<file path="src/rtl/score_overlay_if.sv">
// Score overlay bundle: add handshake, live score and the pixel pipeline in/out.
// The DUT takes the slave view; the pixel source / score producer takes master.
interface score_overlay_if #(
    parameter int DIGITS = 4
);
    logic                  ce;
    logic [9:0]            x;
    logic [9:0]            y;
    logic                  add_valid;
    logic [7:0]            add_pts;
    logic                  add_ready;
    logic                  clear;
    logic [4*DIGITS-1:0]   score_bcd;
    logic                  score_sat;
    logic                  pix_hit;
    logic [11:0]           pix_colour;

    modport master (
        output ce, x, y, add_valid, add_pts, clear,
        input  add_ready, score_bcd, score_sat, pix_hit, pix_colour
    );

    modport slave (
        input  ce, x, y, add_valid, add_pts, clear,
        output add_ready, score_bcd, score_sat, pix_hit, pix_colour
    );
endinterface

</file>
<file path="src/rtl/score_overlay.sv">
// BCD score counter with a 7-segment pixel overlay; SCORE_OVERLAY_LZ_BLANK_EN blanks leading zeros.
// Latency: pixel colour/hit valid after 2 ce cycles; score counts one point per clk.
// Backpressure: add_ready low while an addition is counting out or clear is asserted.
module score_overlay #(
    parameter int          DIGITS      = 4,
    parameter int          ORIGIN_X    = 50,
    parameter int          ORIGIN_Y    = 139,
    parameter int          DIGIT_PITCH = 25,
    parameter logic [11:0] FG          = 12'hFFF,
    parameter logic [11:0] BG          = 12'h000
) (
    input  logic           clk,
    input  logic           reset,
    score_overlay_if.slave bus
);
    localparam int SW = 4 * DIGITS;
    localparam logic [SW-1:0] ALL_NINES = {DIGITS{4'h9}};

    typedef enum logic {IDLE, COUNT} state_t;

    // Segment bits: [0]=a [1]=b [2]=c [3]=d [4]=e [5]=f [6]=g
    typedef struct packed {
        logic       in_cell;
        logic [2:0] idx;
        logic [6:0] seg;
    } px_t;

    state_t        state_q, state_d;
    logic [7:0]    rem_q, rem_d;
    logic [SW-1:0] score_q, score_d;
    logic [SW-1:0] snap_q, snap_d;
    px_t           px_q, px_d, px_calc;
    logic          hit_q, hit_d;
    logic [11:0]   colour_q, colour_d;

    logic          add_ready;
    logic          score_sat;
    logic [31:0]   xi, yi, rx, ry;
    logic [3:0]    cell_digit;
    logic          lit;

    function automatic logic [SW-1:0] bcd_inc(input logic [SW-1:0] v);
        logic [SW-1:0] r;
        logic          carry;
        r     = v;
        carry = 1'b1;
        for (int i = 0; i < DIGITS; i++) begin
            if (carry) begin
                if (r[4*i +: 4] == 4'd9) begin
                    r[4*i +: 4] = 4'd0;
                end else begin
                    r[4*i +: 4] = r[4*i +: 4] + 4'd1;
                    carry       = 1'b0;
                end
            end
        end
        return r;
    endfunction

    function automatic logic [6:0] seg_decode(input logic [3:0] d);
        logic [6:0] s;
        case (d)
            4'd0:    s = 7'b0111111;
            4'd1:    s = 7'b0000110;
            4'd2:    s = 7'b1011011;
            4'd3:    s = 7'b1001111;
            4'd4:    s = 7'b1100110;
            4'd5:    s = 7'b1101101;
            4'd6:    s = 7'b1111101;
            4'd7:    s = 7'b0000111;
            4'd8:    s = 7'b1111111;
            4'd9:    s = 7'b1101111;
            default: s = 7'b0000000;
        endcase
        return s;
    endfunction

    assign score_sat = (score_q == ALL_NINES);

    // Adder FSM: clear overrides everything, including a coincident add request.
    always_comb begin
        state_d   = state_q;
        rem_d     = rem_q;
        score_d   = score_q;
        add_ready = (state_q == IDLE) && !bus.clear;
        if (bus.clear) begin
            score_d = '0;
            rem_d   = '0;
            state_d = IDLE;
        end else if (state_q == IDLE) begin
            if (bus.add_valid) begin
                rem_d   = bus.add_pts;
                state_d = (bus.add_pts != 8'd0) ? COUNT : IDLE;
            end
        end else begin
            if (!score_sat) begin
                score_d = bcd_inc(score_q);
            end
            rem_d = rem_q - 8'd1;
            if (rem_q == 8'd1) begin
                state_d = IDLE;
            end
        end
    end

    // Stage 1: locate the cell (lowest k wins) and the geometric segment band.
    always_comb begin
        px_calc = '0;
        xi      = {22'd0, bus.x};
        yi      = {22'd0, bus.y};
        ry      = yi - 32'(ORIGIN_Y);
        rx      = '0;
        if (yi >= 32'(ORIGIN_Y) && ry <= 32'd34) begin
            for (int k = DIGITS - 1; k >= 0; k--) begin
                if (xi >= 32'(ORIGIN_X + k * DIGIT_PITCH) &&
                    (xi - 32'(ORIGIN_X + k * DIGIT_PITCH)) <= 32'd19) begin
                    px_calc.in_cell = 1'b1;
                    px_calc.idx     = 3'(k);
                    rx              = xi - 32'(ORIGIN_X + k * DIGIT_PITCH);
                end
            end
        end
        if (px_calc.in_cell) begin
            if (ry <= 32'd6) begin
                px_calc.seg[0] = 1'b1;
            end else if (ry <= 32'd13) begin
                px_calc.seg[5] = (rx <= 32'd4);
                px_calc.seg[1] = (rx >= 32'd15);
            end else if (ry <= 32'd20) begin
                px_calc.seg[6] = 1'b1;
            end else if (ry <= 32'd27) begin
                px_calc.seg[4] = (rx <= 32'd4);
                px_calc.seg[2] = (rx >= 32'd15);
            end else begin
                px_calc.seg[3] = 1'b1;
            end
        end
    end

`ifdef SCORE_OVERLAY_LZ_BLANK_EN
    logic [7:0] blank;
    logic       lead;

    // A position is blank while every more-significant snapshot digit is also zero.
    always_comb begin
        blank = '0;
        lead  = 1'b1;
        for (int k = 0; k < DIGITS - 1; k++) begin
            lead     = lead && (snap_q[4*(DIGITS-1-k) +: 4] == 4'd0);
            blank[k] = lead;
        end
    end
`endif

    // Stage 2: the leftmost cell shows the most-significant snapshot digit.
    always_comb begin
        cell_digit = 4'd0;
        for (int k = 0; k < DIGITS; k++) begin
            if (px_q.idx == 3'(k)) begin
                cell_digit = snap_q[4*(DIGITS-1-k) +: 4];
            end
        end
        lit = |(px_q.seg & seg_decode(cell_digit));
`ifdef SCORE_OVERLAY_LZ_BLANK_EN
        if (blank[px_q.idx]) begin
            lit = 1'b0;
        end
`endif
        px_d     = bus.ce ? px_calc : px_q;
        hit_d    = bus.ce ? px_q.in_cell : hit_q;
        colour_d = bus.ce ? (lit ? FG : BG) : colour_q;
        snap_d   = (bus.ce && bus.x == 10'd0 && bus.y == 10'd0) ? score_q : snap_q;
    end

    always_ff @(posedge clk) begin
        if (reset) begin
            state_q  <= IDLE;
            rem_q    <= '0;
            score_q  <= '0;
            snap_q   <= '0;
            px_q     <= '0;
            hit_q    <= 1'b0;
            colour_q <= BG;
        end else begin
            state_q  <= state_d;
            rem_q    <= rem_d;
            score_q  <= score_d;
            snap_q   <= snap_d;
            px_q     <= px_d;
            hit_q    <= hit_d;
            colour_q <= colour_d;
        end
    end

    assign bus.add_ready  = add_ready;
    assign bus.score_bcd  = score_q;
    assign bus.score_sat  = score_sat;
    assign bus.pix_hit    = hit_q;
    assign bus.pix_colour = colour_q;
endmodule

</file>
<file path="src/flat_wrapper.sv">
// flat-port wrapper written by rule: the top's interface ports become plain ports
module score_overlay_flat 
#(
    parameter int          DIGITS      = 4,
    parameter int          ORIGIN_X    = 50,
    parameter int          ORIGIN_Y    = 139,
    parameter int          DIGIT_PITCH = 25,
    parameter logic [11:0] FG          = 12'hFFF,
    parameter logic [11:0] BG          = 12'h000
)
  (clk, reset, bus_ce, bus_x, bus_y, bus_add_valid, bus_add_pts, bus_clear, bus_add_ready, bus_score_bcd, bus_score_sat, bus_pix_hit, bus_pix_colour);
  score_overlay_if #(.DIGITS(DIGITS)) bus_i ();
  input  logic clk;
  input  logic reset;
  input wire logic [$bits(bus_i.ce)-1:0] bus_ce;
  input wire logic [$bits(bus_i.x)-1:0] bus_x;
  input wire logic [$bits(bus_i.y)-1:0] bus_y;
  input wire logic [$bits(bus_i.add_valid)-1:0] bus_add_valid;
  input wire logic [$bits(bus_i.add_pts)-1:0] bus_add_pts;
  input wire logic [$bits(bus_i.clear)-1:0] bus_clear;
  output wire logic [$bits(bus_i.add_ready)-1:0] bus_add_ready;
  output wire logic [$bits(bus_i.score_bcd)-1:0] bus_score_bcd;
  output wire logic [$bits(bus_i.score_sat)-1:0] bus_score_sat;
  output wire logic [$bits(bus_i.pix_hit)-1:0] bus_pix_hit;
  output wire logic [$bits(bus_i.pix_colour)-1:0] bus_pix_colour;
  assign bus_i.ce = bus_ce;
  assign bus_i.x = bus_x;
  assign bus_i.y = bus_y;
  assign bus_i.add_valid = bus_add_valid;
  assign bus_i.add_pts = bus_add_pts;
  assign bus_i.clear = bus_clear;
  assign bus_add_ready = bus_i.add_ready;
  assign bus_score_bcd = bus_i.score_bcd;
  assign bus_score_sat = bus_i.score_sat;
  assign bus_pix_hit = bus_i.pix_hit;
  assign bus_pix_colour = bus_i.pix_colour;
  score_overlay #(.DIGITS(DIGITS), .ORIGIN_X(ORIGIN_X), .ORIGIN_Y(ORIGIN_Y), .DIGIT_PITCH(DIGIT_PITCH), .FG(FG), .BG(BG)) u_core (.clk(clk), .reset(reset), .bus(bus_i));
endmodule
</file>
<file path="config.mk">
export PLATFORM = sky130hd
export DESIGN_NAME = score_overlay_flat
export DESIGN_NICKNAME = d
export VERILOG_FILES = /design/src/rtl/score_overlay_if.sv /design/src/rtl/score_overlay.sv /design/src/flat_wrapper.sv
export SDC_FILE = /design/constraint.sdc
export NUM_CORES = 1
export LEC_CHECK = 0
export ABC_CLOCK_PERIOD_IN_PS = 9200
export BUFFER_PORTS_ARGS = -buffer_cell sky130_fd_sc_hd__buf_2
export CORE_MARGIN = 5
export CORE_UTILIZATION = 56
export DETAILED_ROUTE_END_ITERATION = 6
export PLACE_DENSITY = 0.79
export SKIP_LAST_GASP = 1
export SYNTH_ARGS = -nofsm -noshare
export SYNTH_HDL_FRONTEND = slang
export SYNTH_SLANG_ARGS = --single-unit
</file>
<file path="constraint.sdc">
create_clock -name clk -period 9.2 [get_ports clk]
set_clock_uncertainty 0.2 [all_clocks]
set_input_delay 1.38 -clock clk [delete_from_list [all_inputs] [get_ports clk]]
set_output_delay 1.38 -clock clk [all_outputs]
set_load 0.005 [all_outputs]
</file>
Word-level counts from Yosys, hierarchy flattened
Memory sizes are Yosys's and may differ from the RTL's.
Index checks and enable logic that the tools add are counted.
Word-level totals
  memories kept: 1
  input port bits: 33
  register bits: 65
  memory bits (read-only): 112
  logic and storage cells: 122
  output and inout bits: 31
Cells by class
  order comparisons: 16
  bitwise operators: 3
  add/subtract/negate cells: 10
  reduce and logical (&&, ||, !) cells: 20
  equality and inequality tests: 9
  muxes and demuxes: 51
Memory list
  (no name shown): words 16, bits a word 7, rd ports 1, clocked after memory_dff 0, wr ports 0, line score_overlay.sv:62  | case (d)
Operators with widths (count)
  32-bit by 5-bit less-or-equal comparator with 1-bit output (second input constant): 6
  32-bit two-way mux: 5
  32-bit by 3-bit less-or-equal comparator with 1-bit output (second input constant): 2
  4-bit two-way mux: 13
  10-bit by 7-bit subtractor with 11-bit output (second input constant): 3
  32-bit by 4-bit >= comparator with 1-bit output (second input constant): 1
  32-bit by 4-bit less-or-equal comparator with 1-bit output (second input constant): 1
  32-bit by 6-bit less-or-equal comparator with 1-bit output (second input constant): 1
  10-bit by 7-bit >= comparator with 1-bit output (second input constant): 3
  1-bit two-way mux: 26
  10-bit logical NOT: 2
  4-bit by 1-bit adder with 4-bit output (second input constant): 4
  16-bit equality test (second input constant): 1
  4-bit equality test (second input constant): 4
  8-bit two-way mux: 2
  12-bit two-way mux: 1
  10-bit by 6-bit subtractor with 11-bit output (second input constant): 1
  10-bit by 8-bit subtractor with 11-bit output (second input constant): 1
  10-bit by 6-bit >= comparator with 1-bit output (second input constant): 1
  10-bit by 8-bit >= comparator with 1-bit output (second input constant): 1
  3-bit AND reduction: 3
  8-bit by 1-bit equality test with 1-bit output (second input constant): 1
  1-bit logical AND: 8
  8-bit nonzero test: 1
  14 further kinds: 17

Longest topological paths before layout
  depth after elaboration: 14
  gate-level depth with buffers: 12
  mapped depth without buffers: 10

Worst setup path after synthesis
OpenSTA, ideal clock, no wires.
  path type: input port to flip-flop
  start: in bus_x[2]
  end: reg u_core.px_q[5] (netlist bit)
  stages on the path: 11
  setup slack: 5.286 ns
  path buffers: 1
  data required time: 8.933 ns
  library setup time: 0.067 ns
  arrival: 3.647 ns
  cells stage by stage: buf_4 -> inv_1 -> ha_1 -> a21oi_2 -> nand3_1 -> a311oi_1 -> nand2_1 -> or3_1 -> a41o_1 -> or3_1 -> o21ai_2
Between the ends
  longest elaborated chain between the ends: 12
  elaborated cells on any way between the ends: 30
  classes of those cells: add/sub (4); order compare (9); mux (13); reduce/logical (4)
RTL lines
  from (decl): line flat_wrapper.sv:16  | input wire logic [$bits(bus_i.x)-1:0] bus_x;
  10-bit by 7-bit subtractor with 11-bit output: line score_overlay.sv:116, score_overlay.sv:119
  32-bit by 5-bit less-or-equal comparator with 1-bit output: line score_overlay.sv:116  | (xi - 32'(ORIGIN_X + k * DIGIT_PITCH)) <= 32'd19) begin
  1-bit logical AND: line score_overlay.sv:115  | if (xi >= 32'(ORIGIN_X + k * DIGIT_PITCH) &&
  32-bit two-way mux (4 in series): line score_overlay.sv:115
  32-bit two-way mux: line score_overlay.sv:113  | if (yi >= 32'(ORIGIN_Y) && ry <= 32'd34) begin
  32-bit by 3-bit less-or-equal comparator with 1-bit output: line score_overlay.sv:127  | px_calc.seg[5] = (rx <= 32'd4);
  1-bit two-way mux: line score_overlay.sv:126  | end else if (ry <= 32'd13) begin
  6-bit two-way mux: line score_overlay.sv:124  | if (ry <= 32'd6) begin
  7-bit two-way mux *: line score_overlay.sv:123  | if (px_calc.in_cell) begin
  to (signal assigned): line score_overlay.sv:189  | px_q <= px_d;
  to (decl): line score_overlay.sv:32  | px_t px_q, px_d, px_calc;
Every way passes the cells marked *; elsewhere a longest branch is shown, timed or not.
A chain may end at the register's enable or synchronous reset.

Worst setup path after layout
  start: in bus_x[2]
  end: reg u_core.px_q[4] (netlist bit)
Between the ends
  longest elaborated chain between the ends: 14
  elaborated cells on any way between the ends: 32
  classes of those cells: add/sub (4); order compare (9); mux (15); reduce/logical (4)
RTL lines
  10-bit by 7-bit subtractor with 11-bit output: line score_overlay.sv:116, score_overlay.sv:119
  32-bit by 5-bit less-or-equal comparator with 1-bit output: line score_overlay.sv:116
  1-bit logical AND: line score_overlay.sv:115
  32-bit two-way mux (4 in series): line score_overlay.sv:115
  32-bit two-way mux: line score_overlay.sv:113
  32-bit by 3-bit less-or-equal comparator with 1-bit output: line score_overlay.sv:132  | px_calc.seg[4] = (rx <= 32'd4);
  1-bit two-way mux: line score_overlay.sv:131  | end else if (ry <= 32'd27) begin
  3-bit two-way mux: line score_overlay.sv:129  | end else if (ry <= 32'd20) begin
  3-bit two-way mux: line score_overlay.sv:126
  6-bit two-way mux: line score_overlay.sv:124
  7-bit two-way mux *: line score_overlay.sv:123
Marked as above.

==> results.ini <==
[run_status]
status = finished, final reports clean

[critical_path]
arrival_ps = 4200
crit_buf_inv = 2
criticalPathCategory = primary input to flop
crit_chain = buf_2 > inv_1 > ha_1 > a21oi_2 > nor2_1 > o311ai_1 > a22oi_1 > a311oi_2 > nand2_1 > or3_1 > o21ai_1
cp-start-kind = primary input
crit_required_ps = 9250
cp-end-kind = flop
critPathTopFamily = compound AO/OA/AOI/OAI gates
worstPathMaxFanout = 14
cp_slowest_stage_delay_ps = 530
r2r_slack_ps = 6470
slowest_stage = a311oi_2

[synth]
synth_area_per_cell_sq_um = 8.147
yosysSeqAreaShare = 0.2610
synth_cell_types = 76
netlist_instances = 499
ys_warn_count = 0
synth_edf_count = 0
synth_top_cell_area_share = 0.2610
ys_ff_latch = 53
synthFlopType = dfxtp_1
synth_area_sq_um = 4065
synth_nets = 555
ys_top_cells_by_area = dfxtp_1 (26%), ha_1 (7.1%), nor2_1 (5.1%), mux2i_1 (4.9%), xnor2_1 (3.7%)
synth_top_area_cell = dfxtp_1
synthArstFlopShare = 0

[detailed_routing]
num_vias = 3827
routed_wl_mm = 9.494
wire_per_inst_microns = 14.93
firstDrtPassIters = 5
viasPerCell = 6.017
ant_nets = 0
drc = 0
drt_iter0_drc = 209

[cells_and_area]
final_nets = 592
fill_cells = 646
final_cell_count_no_fill = 636
ff_latch_area_sq_um = 1061
area_growth_pct = 9.049
multi_input_area_sq_um = 2731
drive_gt1_frac = 0.1788
antenna_cells = 0
finish.utilization = 0.6178

[placed_design]
place_inst = 628
place_ws_ps = 4777
gp_congestion = 0.9162
hpwlAfterDp_mm = 7.225
io_buffers = 63

[clock_tree]
numClockSinks = 53
cts_resized = 0
clk_latency_ps = 310
root_buffer = clkbuf_8
numCtsBuffers = 5
postCtsSetupBuffers = 0
cts_tree = done
clockBufferDepth = 2
hold_buffers = 0
htree_levels = 2
clkTransAtPathRegs_ps = 100

[timing]
slew-limit-headroom = 0.4595
fin_crit_sh = 0.4506
slew_viol_final = 0
fmax_mhz = 241.2
fin_tns_setup_ps = 0
hold_violations = 0
rsz0062_at_grt = no
worst_pin_slew_ps = 803.3
setup_ws_ps = 5055
finalSetupViolations = 0
period_minus_slack_ps = 4145

[min_path]
hold_class = flop to flop

[floorplanning]
die_h_microns = 95.20
placementRows = 31
die_x_microns = 95.20
dieArea_sq_um = 9063
ios = 64
initial_utilization = 0.5665
core_sq_um = 7176

[global_route]
grt_pass1_vias = 3467
grt_max_degree = 29
antenna_found_initial = 0
grt_overflow = 0
groute.usage.overall = 0.2093
grt_pass1_wl_mm = 15.64

[power_and_ir_drop]
ir_drop_v = 0.00006548
p_total_mw = 0.4831
p_per_area_nw_per_um2 = 109.0
p_leak_nw = 1.708

[run]
maxCapViolations = 0

==> Yosys cell counts, types with 4 or more instances <==
cell,count
mux4_2,4
xor2_1,4
o2111ai_1,4
buf_2,6
a21o_1,4
nand3b_1,4
buf_4,13
nor2_1,55
nand2_1,25
a21oi_1,28
ha_1,23
inv_1,22
or3_1,7
nand3_1,10
nor4_1,7
o21ai_0,20
nor3_1,11
clkbuf_1,12
nand4_1,9
o22ai_1,5
nor3b_1,8
a22oi_1,5
a211oi_1,9
nand2b_1,11
xnor2_1,17
nor2b_1,20
dfxtp_1,53
nor4b_1,4
o31ai_1,4
or2_2,4
mux2i_1,20
a31oi_1,4
==> per-stage QoR <==
step	hold slack [ps]	area (sq um)
after detailed placement	264.0	4322
after floorplan	225.4	4065
after global placement	263.3	4322
after global routing	307.6	4433
final	276.1	4433
after CTS	277.7	4433
==> where the power goes <==
group / internal, mW / switching, mW / leakage, nW / total, mW
Sequential: 0.231 / 0.00343 / 0.428 / 0.235
Clock: 0.0818 / 0.0776 / 0.0554 / 0.159
Combinational: 0.0353 / 0.0536 / 1.22 / 0.0889
Total: 0.349 / 0.135 / 1.71 / 0.483
==> placed cells by master (no fill, tap or decap), types with 5 or more instances in the layout <==
master	synthesis	final
nor4_1	7	7
nand2_1	25	25
a22oi_1	5	5
a21oi_1	28	28
xnor2_1	17	17
clkbuf_8	0	5
buf_2	6	63
nand2b_1	11	11
or3_1	7	7
o22ai_1	5	5
o21ai_0	20	20
nor2b_1	20	20
ha_1	23	23
nor2_1	55	55
nand4_1	9	9
nand3_1	10	10
mux2i_1	20	20
a211oi_1	9	9
inv_1	22	22
nor3_1	11	11
dfxtp_1	53	53
nor3b_1	8	8
==> routing by layer <==
layer,track usage,part of all wire,vias to the layer above
met1,0.2747,0.45,1801
met2,0.3621,0.49,120
met4,0.04207,0.0062,0
li1,-,-,1899
met3,0.03394,0.056,7
met5,0,0,-
==> worst min-delay path, stage by stage (launching register included) <==
cell and delay (ps):
dfxtp_1 340, nand2_1 50, o21ai_1 50
==> logic make-up after synthesis <==
logic type,synth area share
AND/OR/NAND/NOR,0.2595
AO/OA/AOI/OAI,0.2201
buffers and inverters,0.06925
flip-flops,0.2610
multiplexers,0.07418
adder cells (fa/ha/maj),0.07079
XOR/XNOR,0.04524
==> path summary, 6_finish.rpt <==
kind                                from                                      to  cells after the start
min reg2reg  u_core.px_q[4]$_SDFFE_PP0P_             u_core.px_q[4]$_SDFFE_PP0P_                      2
min          u_core.px_q[4]$_SDFFE_PP0P_             u_core.px_q[4]$_SDFFE_PP0P_                      2
max                             bus_x[2]             u_core.px_q[4]$_SDFFE_PP0P_                     11
max reg2reg  u_core.px_q[7]$_SDFFE_PP0P_  u_core.bus.pix_colour[10]$_SDFFE_PP0P_                      7
==> final cells by class <==
class | count | share of cell area
Tap cell | 99 | 0.02794
Inverter | 22 | 0.01863
Multi-Input combinational cell | 390 | 0.6161
Timing Repair Buffer | 64 | 0.07282
Clock inverter | 2 | 0.008750
Clock buffer | 6 | 0.01637
Sequential cell | 53 | 0.2393
==> state kept, by name, indices dropped and copies added, names as in the netlist <==
signal	cells
u_core.bus.pix_colour	1
u_core.px_q	10
u_core.rem_q	8
u_core.snap_q	16
u_core.state_q	1
u_core.bus.pix_hit	1
u_core.bus.score_bcd	16
No activity file was read; power rests on OpenSTA's default activity.
